`src/rtl/hdmi_text_axi_vram_port.sv`:
```
// ---------------------------------------------------------------------------
// hdmi_text_axi_vram_port
//
// AXI4-Lite slave that gives a CPU access to the text-mode video RAM of the
// HDMI text renderer and to its control register.
//
// Address map (word index = addr[11:2], all other address bits ignored):
//   0   .. 599  : character VRAM, reached via the BRAM port-A signals
//   600         : ctrl_reg (fg/bg palette for the renderer)
//   601 .. 1023 : unmapped (writes dropped, reads return 0)
//
// Only one transaction is in flight at a time. AW and W may arrive in either
// order and are latched independently. A write that arrives together with a
// read wins.
//
// Ports
//   axi_aclk, axi_aresetn     : clock, asynchronous active-low reset
//   axi_aw*/axi_w*/axi_b*     : AXI4-Lite write address / data / response
//   axi_ar*/axi_r*            : AXI4-Lite read address / data
//   vram_addr/din/we/en/dout  : BRAM port A (read data valid 1 cycle after en)
//   ctrl_reg                  : control register to the text renderer
// ---------------------------------------------------------------------------
module hdmi_text_axi_vram_port #(
  parameter int C_AXI_DATA_WIDTH = 32,
  parameter int C_AXI_ADDR_WIDTH = 16
) (
  input  logic                        axi_aclk,
  input  logic                        axi_aresetn,
  // write address
  input  logic [C_AXI_ADDR_WIDTH-1:0] axi_awaddr,
  input  logic [2:0]                  axi_awprot,
  input  logic                        axi_awvalid,
  output logic                        axi_awready,
  // write data
  input  logic [C_AXI_DATA_WIDTH-1:0] axi_wdata,
  input  logic [3:0]                  axi_wstrb,
  input  logic                        axi_wvalid,
  output logic                        axi_wready,
  // write response
  output logic [1:0]                  axi_bresp,
  output logic                        axi_bvalid,
  input  logic                        axi_bready,
  // read address
  input  logic [C_AXI_ADDR_WIDTH-1:0] axi_araddr,
  input  logic [2:0]                  axi_arprot,
  input  logic                        axi_arvalid,
  output logic                        axi_arready,
  // read data
  output logic [C_AXI_DATA_WIDTH-1:0] axi_rdata,
  output logic [1:0]                  axi_rresp,
  output logic                        axi_rvalid,
  input  logic                        axi_rready,
  // BRAM port A
  output logic [9:0]                  vram_addr,
  output logic [C_AXI_DATA_WIDTH-1:0] vram_din,
  output logic [3:0]                  vram_we,
  output logic                        vram_en,
  input  logic [C_AXI_DATA_WIDTH-1:0] vram_dout,
  // renderer control
  output logic [31:0]                 ctrl_reg
);

  localparam logic [9:0] VRAM_WORDS = 10'd600;
  localparam logic [9:0] CTRL_INDEX = 10'd600;

  typedef enum logic [1:0] {IDLE, WR_RESP, RD_WAIT, RD_DATA} state_t;

  state_t state, next_state;

  logic                        aw_latched, w_latched;
  logic                        wr_pend;   // write issued, response next cycle
  logic                        rd_phase;  // second RD_WAIT cycle: dout valid
  logic                        run;       // low until first edge after reset
  logic [9:0]                  aw_index, ar_index;
  logic [C_AXI_DATA_WIDTH-1:0] wdata_q;
  logic [3:0]                  wstrb_q;

  logic aw_hs, w_hs, ar_hs, do_write;

  // Prot and the ignored address bits are intentionally not decoded.
  logic unused_bits;
  assign unused_bits = ^{axi_awprot, axi_arprot,
                         axi_awaddr[C_AXI_ADDR_WIDTH-1:12], axi_awaddr[1:0],
                         axi_araddr[C_AXI_ADDR_WIDTH-1:12], axi_araddr[1:0]};

  // -------------------------------------------------------------------------
  // FSM: state register
  // -------------------------------------------------------------------------
  always_ff @(posedge axi_aclk or negedge axi_aresetn) begin
    if (!axi_aresetn) state <= IDLE;
    else              state <= next_state;
  end

  // -------------------------------------------------------------------------
  // FSM: next state and handshake outputs
  // -------------------------------------------------------------------------
  // NOTE: every output of this block gets a default first, so no path leaves
  // a signal unassigned and no latch is inferred.
  always_comb begin
    next_state  = state;
    axi_awready = 1'b0;
    axi_wready  = 1'b0;
    axi_arready = 1'b0;
    axi_bvalid  = 1'b0;
    axi_rvalid  = 1'b0;
    axi_bresp   = 2'b00;
    axi_rresp   = 2'b00;

    unique case (state)
      IDLE: begin
        axi_awready = run && !aw_latched && !wr_pend;
        axi_wready  = run && !w_latched  && !wr_pend;
        // Ready may depend on valid: a write presented this cycle blocks AR.
        axi_arready = run && !aw_latched && !w_latched && !wr_pend &&
                      !axi_awvalid && !axi_wvalid;
        if (wr_pend)                          next_state = WR_RESP;
        else if (axi_arvalid && axi_arready)  next_state = RD_WAIT;
      end
      WR_RESP: begin
        axi_bvalid = 1'b1;
        if (axi_bready) next_state = IDLE;
      end
      RD_WAIT: begin
        if (rd_phase) next_state = RD_DATA;
      end
      RD_DATA: begin
        axi_rvalid = 1'b1;
        if (axi_rready) next_state = IDLE;
      end
      default: next_state = IDLE;
    endcase
  end

  assign aw_hs    = axi_awvalid && axi_awready;
  assign w_hs     = axi_wvalid  && axi_wready;
  assign ar_hs    = axi_arvalid && axi_arready;
  assign do_write = (state == IDLE) && aw_latched && w_latched;

  // -------------------------------------------------------------------------
  // Datapath: channel latches, BRAM port, ctrl_reg, read data
  // -------------------------------------------------------------------------
  // NOTE: sequential state uses non-blocking assignments only, so every
  // register samples the values from before the edge regardless of order.
  always_ff @(posedge axi_aclk or negedge axi_aresetn) begin
    if (!axi_aresetn) begin
      run        <= 1'b0;
      aw_latched <= 1'b0;
      w_latched  <= 1'b0;
      wr_pend    <= 1'b0;
      rd_phase   <= 1'b0;
      aw_index   <= '0;
      ar_index   <= '0;
      wdata_q    <= '0;
      wstrb_q    <= '0;
      vram_en    <= 1'b0;
      vram_we    <= '0;
      vram_addr  <= '0;
      vram_din   <= '0;
      ctrl_reg   <= '0;
      axi_rdata  <= '0;
    end else begin
      run     <= 1'b1;
      // Port enables are single-cycle pulses unless re-armed below.
      vram_en <= 1'b0;
      vram_we <= '0;

      if (aw_hs) begin
        aw_latched <= 1'b1;
        aw_index   <= axi_awaddr[11:2];
      end
      if (w_hs) begin
        w_latched <= 1'b1;
        wdata_q   <= axi_wdata;
        wstrb_q   <= axi_wstrb;
      end

      if (do_write) begin
        aw_latched <= 1'b0;
        w_latched  <= 1'b0;
        wr_pend    <= 1'b1;
        if (aw_index < VRAM_WORDS) begin
          vram_en   <= 1'b1;
          vram_we   <= wstrb_q;
          vram_addr <= aw_index;
          vram_din  <= wdata_q;
        end else if (aw_index == CTRL_INDEX) begin
          for (int b = 0; b < 4; b++)
            if (wstrb_q[b]) ctrl_reg[b*8 +: 8] <= wdata_q[b*8 +: 8];
        end
      end else if (wr_pend) begin
        wr_pend <= 1'b0;
      end

      // A read always strobes the BRAM; the mux below picks the source.
      if (ar_hs) begin
        ar_index  <= axi_araddr[11:2];
        vram_en   <= 1'b1;
        vram_addr <= axi_araddr[11:2];
      end

      rd_phase <= (state == RD_WAIT) && !rd_phase;
      if (state == RD_WAIT && rd_phase) begin
        if (ar_index < VRAM_WORDS)       axi_rdata <= vram_dout;
        else if (ar_index == CTRL_INDEX) axi_rdata <= ctrl_reg;
        else                             axi_rdata <= '0;
      end
    end
  end

endmodule

```
`config.mk`:
```
export PLATFORM = sky130hd
export DESIGN_NAME = hdmi_text_axi_vram_port
export DESIGN_NICKNAME = d
export VERILOG_FILES = /design/src/rtl/hdmi_text_axi_vram_port.sv
export SDC_FILE = /design/constraint.sdc
export NUM_CORES = 1
export LEC_CHECK = 0
export ABC_CLOCK_PERIOD_IN_PS = 2800
export BUFFER_PORTS_ARGS = -buffer_cell sky130_fd_sc_hd__buf_4
export CORE_MARGIN = 2
export CORE_UTILIZATION = 40
export DETAILED_ROUTE_END_ITERATION = 6
export GPL_ROUTABILITY_DRIVEN = 0
export PLACE_DENSITY = 0.77
export SYNTH_ARGS = -nofsm -noshare
export SYNTH_HDL_FRONTEND = slang
export SYNTH_SLANG_ARGS = --single-unit
export TNS_END_PERCENT = 10
```
`constraint.sdc`:
```
create_clock -name axi_aclk -period 2.8 [get_ports axi_aclk]
set_input_delay 0.42 -clock axi_aclk [delete_from_list [all_inputs] [get_ports axi_aclk]]
set_output_delay 0.42 -clock axi_aclk [all_outputs]
set_load 0.05 [all_outputs]
```
; ---- Word level (Yosys, flattened, before mapping)
; Index checks and enable logic that the tools add are counted.
[totals]
inputBits = 113
register_bits = 174
elab_cells = 91
output_inout_bits = 120
[op_classes]
n_lt_le_gt_ge = 2
bitwise_logic = 1
eq_ne = 9
n_reduce_logical = 34
muxes = 26
[op_table]
columns = op, count
row1 = 2-to-1 mux 32 bit, 2
row2 = 2-to-1 mux 10 bit, 3
row3 = "== test 10 bit, second input constant", 2
row4 = "less-than comparator 10 bit, second input constant", 2
row5 = AND reduction 4 bit, 5
row6 = logical AND 1 bit, 16
row7 = 2-to-1 mux 1 bit, 13
row8 = 2-to-1 mux 2 bit, 5
row9 = 2-to-1 mux 4 bit, 2
row10 = one-hot mux 2 bit (4 select lines), 1
row11 = nonzero test 2 bit, 4
row12 = zero test 1 bit, 6
row13 = "inequality test 2 bit, second input constant", 3
row14 = "== test 2 bit, second input constant", 2
row15 = AND reduction 2 bit, 2
row16 = "inequality test 3 bit, second input constant", 1
row17 = "== test 2 x 1 -> 1 bit, second input constant", 1
row18 = zero test 2 bit, 1
row19 = inverter 1 bit, 1

; ---- Depth between registers and ports, before layout
[depth]
word_depth = 10
depth_mapped = 6
ltp_nobuf = 4

; ---- Worst setup path after synthesis
; Ideal clock, no wire load.
[synth_path]
kind = register to register
start = reg state[0]
end = reg wdata_q[3]
path_stages_with_launch = 6
slack_ns = 0.638
setup_ns = 0.128
synth_period_minus_slack_ns = 2.162
t_required_ns = 2.672
t_arrival_ns = 2.034
n_path_buf = 2
path_cell_list = dfrtp_1 buf_2 nor4_4 nand2_2 buf_2 mux2_1
[synth_via]
elab_chain_len = 3
[synth_lines]
columns = item, line_no
row1 = start: declaration, 68  ; state_t state, next_state;
row2 = start signal: assignment, 91  ; else state <= next_state;
row3 = zero test 2 bit, 109  ; unique case (state)
row4 = 2-to-1 mux 1 bit, 109
row5 = named net axi_wready, 38  ; output logic axi_wready,
row6 = logical AND 1 bit, 135  ; assign w_hs = axi_wvalid && axi_wready;
row7 = end signal: assignment, 173  ; wdata_q <= axi_wdata;
row8 = end: declaration, 75  ; logic [C_AXI_DATA_WIDTH-1:0] wdata_q;
; The timed path passes the listed nets, and every way through them passes these cells.
; A chain may end at the register's enable or synchronous reset.

; ---- Worst setup path in the final report
[layout_path]
start = reg state[0]
end = out axi_arready
[layout_via]
elab_chain_len = 2
[layout_lines]
columns = item, line_no
row1 = zero test 2 bit, 109
row2 = 2-to-1 mux 1 bit, 109
row3 = end: declaration, 47  ; output logic axi_arready,
; No other way between the ends.

==> impl_metrics.py <==
metrics = {
    "sta": {
        "maxSlewHeadroom": 0.342,
        "setup_viol": 0,
        "tightestPinTransition_ps": 986,
        "fin_tns_setup_ps": 0,
        "clock.fmax_mhz": 437,
        "hold_slack_ps": 171,
        "hold_violations": 0,
        "setup_ws_ps": 510,
        "final_max_slew_viol_count": 0,
        "fin_skew_ps": 4.40,
        "rsz0062_at_grt": "false",
        "period_share": 0.818,
        "post-route-min-period_ps": 2290,
    },
    "drt": {
        "via_per_inst": 5.00,
        "routed_wl_um": 17400,
        "vias": 5004,
        "wl_per_cell_um": 17.4,
        "drc": 0,
        "drtIter0Drc": 318,
        "dr.pass1.iters": 4,
        "drt.antenna.violating_nets": 0,
    },
    "critical_path": {
        "crit_path_cell_trace": "nor4b_2 -> and2b_1 -> and2_1 -> buf_4",
        "cp-start-kind": "flip-flop",
        "crit_arrival_ps": 1870,
        "cp-end-kind": "primary output",
        "cp_data_required_time_ps": 2380,
        "slowest_stage": "dfrtp_1",
        "path_depth": 4,
        "r2r_slack_ps": 560,
        "r2r-start": "state[0]$_DFFE_PN0P_",
        "path_max_fanout": 12,
        "setup.worst_path.start": "state[0]$_DFFE_PN0P_",
        "critical_path_class": "flip-flop to primary output",
        "critPathTopFamily": "simple AND/OR/NAND/NOR gates",
        "slowest_delay_ps": 510,
        "reg2reg_to": "vram_din[29]$_DFFE_PN0P_",
        "r2r_cells": 4,
        "critical_path_buf_inv_count": 1,
    },
    "logic_synthesis": {
        "synth_top_family_by_area": "multiplexers",
        "synthMuxAreaShare": 0.209,
        "synth_xor_area_frac": 0,
        "async_flop_share": 1.00,
        "yosys_register_bits": 174,
        "synth_cell_types": 44,
        "yosys.area.top_type": "dfrtp_1",
        "yosys_warnings": 0,
        "syn_inst": 549,
        "ys.flop_type": "dfrtp_1",
        "synth-seq-area-share": 0.598,
        "synthAdderAreaFrac": 0,
        "synth-compound-area-share": 0.0750,
        "synthTopCellsByArea": "dfrtp_1 60%, mux2_2 10%, mux2_4 6.6%",
        "synth.cell_area_um2": 7280,
        "synthSimpleGateAreaFrac": 0.0841,
        "avgSynthCellArea_um2": 13.3,
        "synth_edf_count": 0,
        "yosysTopAreaCellShare": 0.598,
    },
    "worst_hold_path": {
        "holdPathStages": 2,
        "hp-class": "input pin to flip-flop",
        "hold_start": "axi_rready",
        "hold_end": "state[1]$_DFFE_PN0P_",
    },
    "floorplan": {
        "chipHeight_um": 139,
        "coreArea_um2": 17900,
        "rows": 49,
        "fp.dieW_um": 139,
        "die_area_um2": 19300,
        "pin_count": 233,
        "start_util": 0.407,
    },
    "layout": {
        "drive_gt1_frac": 0.475,
        "final_util": 0.541,
        "multi_input_area_um2": 2720,
        "final_common_cell": "buf_4",
        "n_fill_cell": 1543,
        "final_cells": 1001,
        "seq_area_um2": 4350,
        "syn2layout_area_growth_pct": 33.0,
        "final_cell_mix": "220 x buf_4, 174 x dfrtp_1, 66 x mux2_2, 46 x nor2_1, 39 x nand2_1",
        "n_antenna_cell": 0,
        "nets": 873,
    },
    "place": {
        "port_buffers": 210,
        "dp_slack_ps": 553,
        "dp.cells": 969,
        "place_hpwl_um": 12500,
    },
    "clocking": {
        "cts_inserted_buffers": 17,
        "cts_hold_buf": 1,
        "post_cts_buffers": 0,
        "cts-root-buf": "clkbuf_16",
        "clk_pin_slew_ps": 60,
        "tritoncts": "built",
        "clk-insertion-delay-late_ps": 430,
        "clock_sinks": 174,
        "clockBufferDepth": 2,
        "ctsResizeCount": 0,
        "htree_levels": 4,
    },
    "grt": {
        "antenna_found_initial": 0,
        "grt_pass1_wl_um": 27800,
        "grt_start_max_net_pins": 58,
        "globalRouteTotalUtil": 0.183,
        "grt_pass1_vias": 5072,
        "grt-ovfl-total": 0,
    },
    "power": {
        "peakVddDrop_v": 0.000848,
        "p_leak_nw": 4.58,
        "powerDensity_nw_per_um2": 1150,
    },
    "run": {
        "maxCapViolCount": 0,
    },
    "outcome": {
        "outcome": "finished, final reports clean",
    },
}
==> metrics by stage <==
stage	total power, mW	area [µm²]
2_1_floorplan	7.37	7290
3_3_place_gp	8.80	9110
3_5_place_dp	8.94	9110
4_1_cts	11.2	9680
5_1_grt	11.7	9680
6_report	11.1	9680
==> layer usage <==
layer,vias up,track usage,share of wire
met2,163,0.295,0.49
li1,2359,-,-
met4,0,0.0585,0.018
met1,2459,0.246,0.44
met3,23,0.0442,0.057
met5,-,0,0
==> Yosys cell counts, types with 2 or more instances <==
| cell type | instances |
|---|---|
| dfrtp_1 | 174 |
| mux2_2 | 66 |
| nor2_1 | 46 |
| nand2_1 | 39 |
| o21ai_0 | 36 |
| a31oi_1 | 34 |
| mux2_4 | 32 |
| mux2_1 | 22 |
| clkbuf_1 | 14 |
| a21oi_1 | 12 |
| buf_2 | 12 |
| inv_1 | 7 |
| mux2i_1 | 5 |
| buf_4 | 4 |
| buf_6 | 4 |
| nand3_4 | 4 |
| a22oi_1 | 3 |
| and2_1 | 2 |
| and3_1 | 2 |
| conb_1 | 2 |
| nand2b_1 | 2 |
| nand4b_1 | 2 |
| nor2b_1 | 2 |
| nor3_1 | 2 |
| nor4_4 | 2 |
==> how the worst max path moves through the flow <==
stage / to / slack (ps)
3_3_place_gp: vram_din[28]$_DFFE_PN0P_ / 600
5_1_grt: axi_arready / 400
3_5_place_dp: vram_din[29]$_DFFE_PN0P_ / 550
6_report: axi_arready / 510
4_1_cts: axi_arready / 490
2_1_floorplan: wdata_q[3]$_DFFE_PN0P_ / 640
==> cells by family after synthesis <==
logic type / count (synthesis)
other: 2
buffers and inverters: 43
AOI/OAI and AO/OA: 92
and+or+nand+nor: 113
muxes: 125
DFF: 174
==> cell type report <==
type	count	share of cell area
multi-input combinational	335	0.281
timing repair buffer	225	0.179
sequential	174	0.450
inverter	7	0.00271
clock inverter	12	0.0116
clock buffer	19	0.0468
tap	229	0.0296
==> worst register-to-register path, cell delays in order, from the launching register on <==
cell	delay [ps]
dfrtp_1	570
and4bb_1	380
o211ai_4	400
buf_4	400
mux2_2	390
==> where the power goes <==
| group | internal (mW) | switching [mW] |
|---|---|---|
| clock network | 1.27 | 1.00 |
| registers | 3.46 | 0.701 |
| logic | 1.71 | 3.00 |
| total | 6.44 | 4.70 |
Note: power is estimated with default switching activity, not from simulation.
